<file path="config.mk">
export PLATFORM = sky130hd
export DESIGN_NAME = arp_frame_tx
export DESIGN_NICKNAME = d
export VERILOG_FILES = /design/src/rtl/arp_frame_tx.sv
export SDC_FILE = /design/constraint.sdc
export NUM_CORES = 1
export LEC_CHECK = 0
export CELL_PAD_IN_SITES_DETAIL_PLACEMENT = 1
export CELL_PAD_IN_SITES_GLOBAL_PLACEMENT = 2
export CORE_ASPECT_RATIO = 0.6
export CORE_MARGIN = 2
export CORE_UTILIZATION = 42
export CTS_BUF_LIST = sky130_fd_sc_hd__clkbuf_8
export CTS_CLUSTER_DIAMETER = 100
export DETAILED_ROUTE_END_ITERATION = 6
export PLACE_DENSITY_LB_ADDON = 0.1
export REMOVE_ABC_BUFFERS = 1
export SKIP_LAST_GASP = 1
export SYNTH_ARGS = -nofsm -noshare
export SYNTH_HDL_FRONTEND = slang
export SYNTH_SLANG_ARGS = --single-unit
</file>
<file path="constraint.sdc">
create_clock -name clk -period 11.9 [get_ports clk]
set_input_delay 1.785 -clock clk [delete_from_list [all_inputs] [get_ports clk]]
set_output_delay 1.785 -clock clk [all_outputs]
set_load 0.005 [all_outputs]
</file>
<file path="src/rtl/arp_frame_tx.sv">
// ARP frame transmitter: host-written Ethernet/ARP fields are snapshotted on start and
// streamed as one FRAME_LEN-byte frame over a byte-wide valid/ready interface.
module arp_frame_tx #(
    parameter int unsigned FRAME_LEN = 60,
    parameter logic [7:0]  PAD_BYTE  = 8'h00
) (
    input  logic        clk,
    input  logic        rst,
    input  logic [7:0]  i_tx_cmd_addr,
    input  logic [31:0] i_tx_pkt_data,
    input  logic        i_tx_pkt_wr,
    input  logic        i_tx_start,
    output logic [7:0]  o_tx_data,
    output logic        o_tx_valid,
    input  logic        i_tx_ready,
    output logic        o_tx_sop,
    output logic        o_tx_eop,
    output logic        o_busy,
    output logic        o_done,
    output logic        o_start_err
);

    localparam int unsigned CW = $clog2(FRAME_LEN);

    typedef enum logic {StIdle, StSend} state_e;

    state_e        state_q;
    logic [CW-1:0] cnt_q;

    // Host-visible field registers
    logic [47:0] dst_mac_q, src_mac_q, sha_q, tha_q;
    logic [31:0] spa_q, tpa_q;
    logic [1:0]  pkt_type_q;

    // Per-frame snapshot, immune to host writes while sending
    logic [47:0] s_dst_q, s_src_q, s_sha_q, s_tha_q;
    logic [31:0] s_spa_q, s_tpa_q;
    logic [1:0]  s_type_q;

    logic unused_addr;
    assign unused_addr = ^i_tx_cmd_addr[7:4];

    function automatic logic [7:0] frame_byte(input int unsigned idx,
                                              input logic [47:0] dst, input logic [47:0] src,
                                              input logic [47:0] sha, input logic [31:0] spa,
                                              input logic [47:0] tha, input logic [31:0] tpa,
                                              input logic [1:0]  ptype);
        logic [7:0] b;
        b = PAD_BYTE;
        if (idx < 6)       b = 8'(dst >> (8 * (5 - idx)));
        else if (idx < 12) b = 8'(src >> (8 * (11 - idx)));
        else if (idx < 22) begin
            case (idx)
                12:      b = 8'h08;
                13:      b = 8'h06;
                14:      b = 8'h00;
                15:      b = 8'h01;
                16:      b = 8'h08;
                17:      b = 8'h00;
                18:      b = 8'h06;
                19:      b = 8'h04;
                20:      b = 8'h00;
                default: b = {6'd0, ptype};
            endcase
        end
        else if (idx < 28) b = 8'(sha >> (8 * (27 - idx)));
        else if (idx < 32) b = 8'(spa >> (8 * (31 - idx)));
        else if (idx < 38) b = 8'(tha >> (8 * (37 - idx)));
        else if (idx < 42) b = 8'(tpa >> (8 * (41 - idx)));
        return b;
    endfunction

    logic       last_byte, next_last;
    logic [7:0] start_byte, next_byte;

    always_comb begin
        last_byte  = (cnt_q == CW'(FRAME_LEN - 1));
        next_last  = (cnt_q == CW'(FRAME_LEN - 2));
        start_byte = frame_byte(0, dst_mac_q, src_mac_q, sha_q, spa_q, tha_q, tpa_q,
                                pkt_type_q);
        next_byte  = frame_byte(32'(cnt_q) + 32'd1, s_dst_q, s_src_q, s_sha_q, s_spa_q,
                                s_tha_q, s_tpa_q, s_type_q);
    end

    always_ff @(posedge clk) begin
        if (rst) begin
            state_q     <= StIdle;
            cnt_q       <= '0;
            dst_mac_q   <= '0;
            src_mac_q   <= '0;
            sha_q       <= '0;
            tha_q       <= '0;
            spa_q       <= '0;
            tpa_q       <= '0;
            pkt_type_q  <= '0;
            s_dst_q     <= '0;
            s_src_q     <= '0;
            s_sha_q     <= '0;
            s_tha_q     <= '0;
            s_spa_q     <= '0;
            s_tpa_q     <= '0;
            s_type_q    <= '0;
            o_tx_data   <= '0;
            o_tx_valid  <= 1'b0;
            o_tx_sop    <= 1'b0;
            o_tx_eop    <= 1'b0;
            o_busy      <= 1'b0;
            o_done      <= 1'b0;
            o_start_err <= 1'b0;
        end else begin
            o_done      <= 1'b0;
            o_start_err <= 1'b0;

            if (i_tx_pkt_wr) begin
                case (i_tx_cmd_addr[3:0])
                    4'h1:    dst_mac_q[31:0]  <= i_tx_pkt_data;
                    4'h2:    dst_mac_q[47:32] <= i_tx_pkt_data[15:0];
                    4'h3:    src_mac_q[31:0]  <= i_tx_pkt_data;
                    4'h4:    src_mac_q[47:32] <= i_tx_pkt_data[15:0];
                    4'h5:    sha_q[31:0]      <= i_tx_pkt_data;
                    4'h6:    sha_q[47:32]     <= i_tx_pkt_data[15:0];
                    4'h7:    spa_q            <= i_tx_pkt_data;
                    4'h8:    tha_q[31:0]      <= i_tx_pkt_data;
                    4'h9:    tha_q[47:32]     <= i_tx_pkt_data[15:0];
                    4'hA:    tpa_q            <= i_tx_pkt_data;
                    4'hB:    pkt_type_q       <= i_tx_pkt_data[1:0];
                    default: ;
                endcase
            end

            case (state_q)
                StIdle: begin
                    if (i_tx_start) begin
                        if (pkt_type_q == 2'd1 || pkt_type_q == 2'd2) begin
                            // Non-blocking reads give pre-write values on a same-cycle write
                            s_dst_q    <= dst_mac_q;
                            s_src_q    <= src_mac_q;
                            s_sha_q    <= sha_q;
                            s_tha_q    <= tha_q;
                            s_spa_q    <= spa_q;
                            s_tpa_q    <= tpa_q;
                            s_type_q   <= pkt_type_q;
                            cnt_q      <= '0;
                            o_tx_data  <= start_byte;
                            o_tx_valid <= 1'b1;
                            o_tx_sop   <= 1'b1;
                            o_tx_eop   <= 1'b0;
                            o_busy     <= 1'b1;
                            state_q    <= StSend;
                        end else begin
                            o_start_err <= 1'b1;
                        end
                    end
                end
                StSend: begin
                    if (o_tx_valid && i_tx_ready) begin
                        if (last_byte) begin
                            o_tx_valid <= 1'b0;
                            o_tx_sop   <= 1'b0;
                            o_tx_eop   <= 1'b0;
                            o_tx_data  <= '0;
                            o_busy     <= 1'b0;
                            o_done     <= 1'b1;
                            cnt_q      <= '0;
                            state_q    <= StIdle;
                        end else begin
                            cnt_q     <= cnt_q + 1'b1;
                            o_tx_data <= next_byte;
                            o_tx_sop  <= 1'b0;
                            o_tx_eop  <= next_last;
                        end
                    end
                end
                default: state_q <= StIdle;
            endcase
        end
    end

endmodule

</file>
==> results of run 1 <==
[cell families (layout without fill, tap and decap cells)]
group                      after synthesis  after routing
AOI/OAI and AO/OA                      656            656
xor gates and xnor gates                 7              7
adders and majority gates                9              9
buffers and inverters                  228            239
DFF                                    536            536
muxes                                   84             84
and+or+nand+nor                       1208           1208
[layout make-up]
class	instances	area (um^2)	area share (%)
sequential	536	10700	44.5
multi-input combinational	1964	10000	41.5
clock buffer	106	1460	6.05
tap	693	867	3.60
timing repair buffer	86	798	3.31
clock inverter	41	225	0.934
inverter	6	22.5	0.0934
[metal layers]
metal	vias to the layer above	wire length, um
met5	-	8
met4	2	1890
met3	128	3520
met2	376	31500
met1	9444	35100
li1	8965	-
[flip-flops by register name, indices dropped and copies added (netlist names)]
signal       cells
cnt_q            6
dst_mac_q       48
o_busy           1
o_done           1
o_start_err      1
o_tx_data        8
o_tx_eop         1
o_tx_sop         1
pkt_type_q       2
s_dst_q         48
s_sha_q         48
s_spa_q         32
s_src_q         48
s_tha_q         48
s_tpa_q         32
s_type_q         2
sha_q           48
spa_q           32
src_mac_q       48
state_q          1
tha_q           48
tpa_q           32
[path summary, 6_finish.rpt]
path             endpoint  slack, ns  cells past startpoint
max            s_src_q[9]       7.00                      7
min           s_dst_q[26]       0.45                      2
max reg2reg  o_tx_data[0]       7.10                     12
min reg2reg   s_dst_q[26]       0.45                      2
[report_power, final]
part	switching, uW	internal [uW]	total, uW
logic	87.2	26.2	113
clock network	739	841	1580
registers	6.24	1810	1810
total	832	2670	3500
[cells in the final DEF (no fill, tap or decap), drive strengths merged, types with 5 or more instances in the layout]
cell              n
a31oi             5
mux4             47
clkbuf          106
o211ai            5
o21ai            37
or3               6
buf              33
nand2          1075
clkdlybuf4s50    53
and3              5
nor2             42
nor2b             6
ha                9
nand3            16
inv              36
a22oi            11
mux2i            33
clkinv            6
nor3             20
a21oi           558
a221oi            5
nand2b           11
dfxtp           536
[through the flow]
stage          worst slack [ns]  hold WS, ns  power [uW]
3_3_place_gp               6.50        0.436        1960
6_report                   7.00        0.447        3500
5_1_grt                    6.84        0.453        3630
2_1_floorplan              4.21        0.426        1880
4_1_cts                    7.11        0.440        3540
3_5_place_dp               6.45        0.444        1970
[worst max-delay path: cells and delay by family]
kind                   cells  cell delay (ns)
buffers and inverters      3             1.87
AND/OR/NAND/NOR            3             1.46
AO/OA/AOI/OAI              1             0.17
==> flow_summary_export.csv, run 1 <==
group,metric,value,unit
clock_tree,post_cts_resized,0,
global_route,grt_first_pass_wirelength,110000,um
sta,worst_rel_slew_slack,17.0,%
global_route,grt_util_met3,4.22,%
sta,fin_tns_setup,0,ns
die,die_height,180,um
critical_path,timing.critical_path.slowest_cell_delay,0.87,ns
route,drcViolationCount,0,
synth,combinational_family_with_the_most_area_after_synthesis,"simple AND/OR/NAND/NOR gates",
synth,yosys_warnings,0,
global_route,grt_overflow,0,
die,initial_core_util,42.4,%
clock_tree,clock_insertion_delay_worst_skew,0.64,ns
sta,unrepaired_setup_endpoints_after_global_routing,"false",
sta,slew_viol_final,0,
route,detail_route.first_pass.iterations,5,
clock_tree,count_of_h_tree_levels_built_during_cts,3,
synth,xor_and_xnor_fraction_of_the_mapped_netlist_area,0.383,%
min_path,hold_path.startpoint,"dst_mac_q[26]",
power,power-per-cell-area,145,nW/um^2
die,die_x,297,um
critical_path,crit_path_start,"i_tx_start",
synth,seq_area_frac_synth,49.7,%
synth,yosys_register_bits,536,
synth,post-synth-top-area-fraction,49.7,%
placed_design,dp_cells,3285,
global_route,antenna_found_initial,2,
synth,post-synth-top-area-cell,"dfxtp_1",
global_route,first_global_vias,18637,
sta,min_period_over_period,41.2,%
clock_tree,cts_setup_buffers,0,
synth,dominant_cells_by_area_after_synthesis,"dfxtp_1 (50%), nand2_1 (19%), a21oi_1 (13%)",
global_route,pin_count_of_the_biggest_net_entering_global_routing,172,
power,peakVddDrop,0.0000878,V
critical_path,r2r_start,"cnt_q[0]",
route,drt_wl_total,72000,um
synth,netlist_instances,2728,
critical_path,cp-start-kind,"input port",
global_route,busiest_layer,"met2",
die,rows,64,
cells_and_area,finish.cell_count_without_fillers,3432,
clock_tree,numCtsBuffers,83,
synth,synthTopCellsByCount,"nand2_1 (1075), a21oi_1 (558), dfxtp_1 (536)",
route,vias,18915,
sta,finalHoldViolations,0,
critical_path,worstPathArrival,5.46,ns
synth,synth.cell_area,21600,um^2
critical_path,worst-setup-path-type,"in -> reg",
global_route,globalRouteMet2Util,40.7,%
synth,postSynthAreaPerCell,7.91,um^2
clock_tree,clock-root-buffer,"clkbuf_8",
synth,synthArstFlopShare,0,%
synth,ys_types,69,
cells_and_area,final_core_utilization,47.4,%
placed_design,dp_hpwl,43000,um
die,floorplan.die_area,53300,um^2
sta,final-setup-viol-count,0,
die,core_area,50800,um^2
synth,post_synth_mux_area_share,6.65,%
clock_tree,clkSinkCount,536,
sta,fin_skew,0.0156,ns
placed_design,gpl.final_weighted_congestion,0.887,
route,dr.first_iter.drc_count,1382,
placed_design,placement.cell_area,22400,um^2
placed_design,buffer_ports.inserted,54,
run,drv_cap,0,
synth,synth_enable_flop_cells,0,
die,io-pin-count,59,
synth,library_cell_with_the_highest_instance_count_after_synthesis,"nand2_1",
cells_and_area,fillCellCount,6161,
clock_tree,cts_hold_buffers,0,
clock_tree,tritoncts,"yes",
cells_and_area,antenna_cells,0,
synth,post_synth_fa_ha_maj_area_fraction,0.522,%
sta,tightest_slew,1.24,ns
route,post_drt_wl_per_cell,21.0,um
critical_path,critical-path-slowest-cell,"and2_4",
critical_path,timing.critical_path.mode_cell,"buf_4",
critical_path,worstPathCellList,"clkdlybuf4s50_1 -> nor2b_1 -> and2_4 -> buf_4 -> buf_4 -> nand2_1 -> a21oi_1",
route,via_per_inst,5.51,
route,drt.antenna.violating_nets,0,
synth,synth-main-ff-cell,"dfxtp_1",
synth,synth_compound_area_share,16.2,%
critical_path,critPathMaxFanout,76,
synth,yosys.area_share.simple,22.2,%
global_route,use_met1,38.8,%
sta,fmaxAchievable,204,MHz
cells_and_area,nets,2731,
sta,post-route-min-period,4.90,ns
clock_tree,clk_pin_slew_worst_paths,0.06,ns
critical_path,timing.critical_path.to_type,"flop",
clock_tree,max-clock-path-buffers,3,
critical_path,cp.required,12.45,ns
min_path,worst_hold_path_type,"reg -> reg",
run_status,run_status,"finished clean",
power,power.static_leakage,0.00760,uW
cells_and_area,finish.instance_area,24100,um^2
global_route,global_route.usage.total,26.7,%
cells_and_area,share_of_final_layout_standard_cells_stronger_than_drive_strength_1,8.47,%
cells_and_area,area_delta_synth_final,11.7,%
No activity file was read; power rests on OpenSTA's default activity.
==> run 2, diff against run 1 <==
- CORE_UTILIZATION: 42 -> 39
- clock period: 11.9 -> 4.9 ns (I/O delays scaled with it)
==> run 2 against run 1 <==
  * Total power up 140%
  * Clock-buffer cell count fell by 1
  * Critical endpoint is now o_tx_data[5]
  * Critical path depth increased by 6
  * Largest power group unchanged
  * Design area rose by 0.25%
  * Largest cell class unchanged
  * Wire length is 2.0% higher
  * Core utilization is 3.0 points lower
  * Critical path type is now reg -> reg
  * Sequential share of layout area decreased by 0.11 points
==> flow_summary_export.csv, run 2 (same netlist as run 1, synthesis figures left out) <==
group,metric,value,unit
run_status,run_status,"finished clean",
min_path,hold_path_endpoint,"s_src_q[35]",
die,die_x,308,um
cells_and_area,mostFrequentLayoutCell,"nand2_1",
placed_design,dp_hpwl,45000,um
cells_and_area,nets,2742,
cells_and_area,layout.cells.most_common_list,"nand2_1 (1074), a21oi_1 (557), dfxtp_1 (535)",
critical_path,timing.critical_path.to_type,"flop",
global_route,first_global_vias,18518,
clock_tree,cts_hold_buffers,0,
power,power.static_leakage,0.00763,uW
global_route,grt_overflow,0,
clock_tree,max-clock-path-buffers,3,
critical_path,critPathMaxFanout,19,
cells_and_area,fillCellCount,6493,
route,vias,18716,
placed_design,placement.cell_area,22500,um^2
critical_path,crit-reg2reg-capture,"o_tx_data[5]",
global_route,pin_count_of_the_biggest_net_entering_global_routing,139,
clock_tree,cts_setup_buffers,0,
clock_tree,tritoncts,"yes",
power,peakVddDrop,0.000147,V
global_route,global_route.usage.total,25.7,%
critical_path,cp-start-kind,"flop",
clock_tree,clock_insertion_delay_worst_skew,0.69,ns
sta,finalHoldViolations,0,
critical_path,worst-setup-path-type,"reg -> reg",
clock_tree,count_of_h_tree_levels_built_during_cts,3,
sta,fin_skew,0.0176,ns
clock_tree,post_cts_resized,0,
cells_and_area,finish.instance_area,24200,um^2
sta,tightest_slew,1.25,ns
global_route,antenna_found_initial,1,
route,drt_wl_total,73400,um
die,rows,66,
critical_path,reg2reg_slack,1.06,ns
critical_path,worstPathArrival,4.43,ns
die,die_height,186,um
cells_and_area,antenna_cells,0,
critical_path,rr_worst_depth,13,
sta,unrepaired_setup_endpoints_after_global_routing,"false",
die,initial_core_util,39.6,%
clock_tree,clock-root-buffer,"clkbuf_8",
placed_design,gpl.final_weighted_congestion,0.931,
route,post_drt_wl_per_cell,21.2,um
route,via_per_inst,5.41,
sta,fmaxAchievable,260,MHz
placed_design,buffer_ports.inserted,54,
die,io-pin-count,59,
route,drcViolationCount,0,
die,floorplan.die_area,57300,um^2
run,drv_cap,0,
sta,post-route-min-period,3.84,ns
min_path,hold_path.startpoint,"src_mac_q[35]",
sta,fin_tns_setup,0,ns
cells_and_area,area_delta_synth_final,12.0,%
power,power-per-cell-area,351,nW/um^2
min_path,worst_hold_path_type,"reg -> reg",
sta,worst_rel_slew_slack,16.7,%
die,core_area,54400,um^2
cells_and_area,share_of_final_layout_standard_cells_stronger_than_drive_strength_1,8.79,%
critical_path,cp.required,5.49,ns
global_route,grt_first_pass_wirelength,112000,um
min_path,timing.hold.worst_path_depth,2,
route,drt.antenna.violating_nets,0,
sta,min_period_over_period,78.4,%
route,detail_route.first_pass.iterations,7,
clock_tree,clkSinkCount,536,
sta,final-setup-viol-count,0,
clock_tree,numCtsBuffers,83,
clock_tree,clk_pin_slew_worst_paths,0.07,ns
critical_path,r2r_start,"cnt_q[0]",
sta,slew_viol_final,0,
route,dr.first_iter.drc_count,1504,
-- run 2: cell types whose count changed in the layout (fill, tap and decap cells not counted), sizes merged --
cell,change
bufinv,-1
buf,+11
clkinv,-2
clkbuf,-1
clkinvlp,-2
inv,-1
-- run 2: final cells by class --
cell class	instances	area (um^2)	share of cell area, %
clock inverters	35	181	0.751
flip-flops and latches	536	10700	44.4
multi-input cells	1964	10000	41.4
repair buffers	97	893	3.70
well taps	714	893	3.70
inverters	6	22.5	0.0932
clock buffers	105	1450	5.98
-- run 2: power by group --
| part | total [uW] | internal, uW | switching (uW) |
|---|---|---|---|
| logic | 279 | 64.8 | 214 |
| clock network | 3800 | 1970 | 1830 |
| registers | 4400 | 4390 | 14.9 |
-- run 2: worst max-delay path by stage --
stage / endpoint / cells after the start / from
floorplan: o_tx_data[7] / 10 / cnt_q[0]
global placement: o_tx_data[5] / 13 / cnt_q[0]
detailed placement: o_tx_data[5] / 13 / cnt_q[0]
CTS: o_tx_data[5] / 13 / cnt_q[0]
global route: o_tx_data[5] / 13 / cnt_q[0]
finish: o_tx_data[5] / 13 / cnt_q[0]
-- run 2: metrics by stage --
step	util (%)	setup slack [ns]	hold WS [ns]	std cells	total power, uW
5_1_grt	44.4	1.06	0.465	3457	8800
3_5_place_dp	41.4	1.22	0.444	3317	4780
2_1_floorplan	-	-2.24	0.426	2506	4560
4_1_cts	44.4	1.18	0.448	3457	8570
3_3_place_gp	41.4	1.36	0.436	3317	4770
6_report	44.4	1.06	0.444	3457	8480
-- run 2: critical path: stages (launching register included) --
cell,delay [ns]
dfxtp_4,0.57
ha_1,0.20
buf_4,0.22
xor2_1,0.09
buf_4,0.24
inv_2,0.31
ha_1,0.25
o31ai_1,0.09
a211o_1,0.31
nor3_1,0.41
buf_4,0.24
and2_1,0.37
a21oi_1,0.12
a311oi_1,0.29
-- run 2: metal layers --
metal | GRT usage (%) | up-vias | wire length (um)
li1 | - | 8968 | -
met1 | 38.1 | 9264 | 37300
met2 | 37.7 | 375 | 30800
met3 | 5.40 | 107 | 3910
met4 | 6.93 | 2 | 1450
met5 | 0 | - | 13
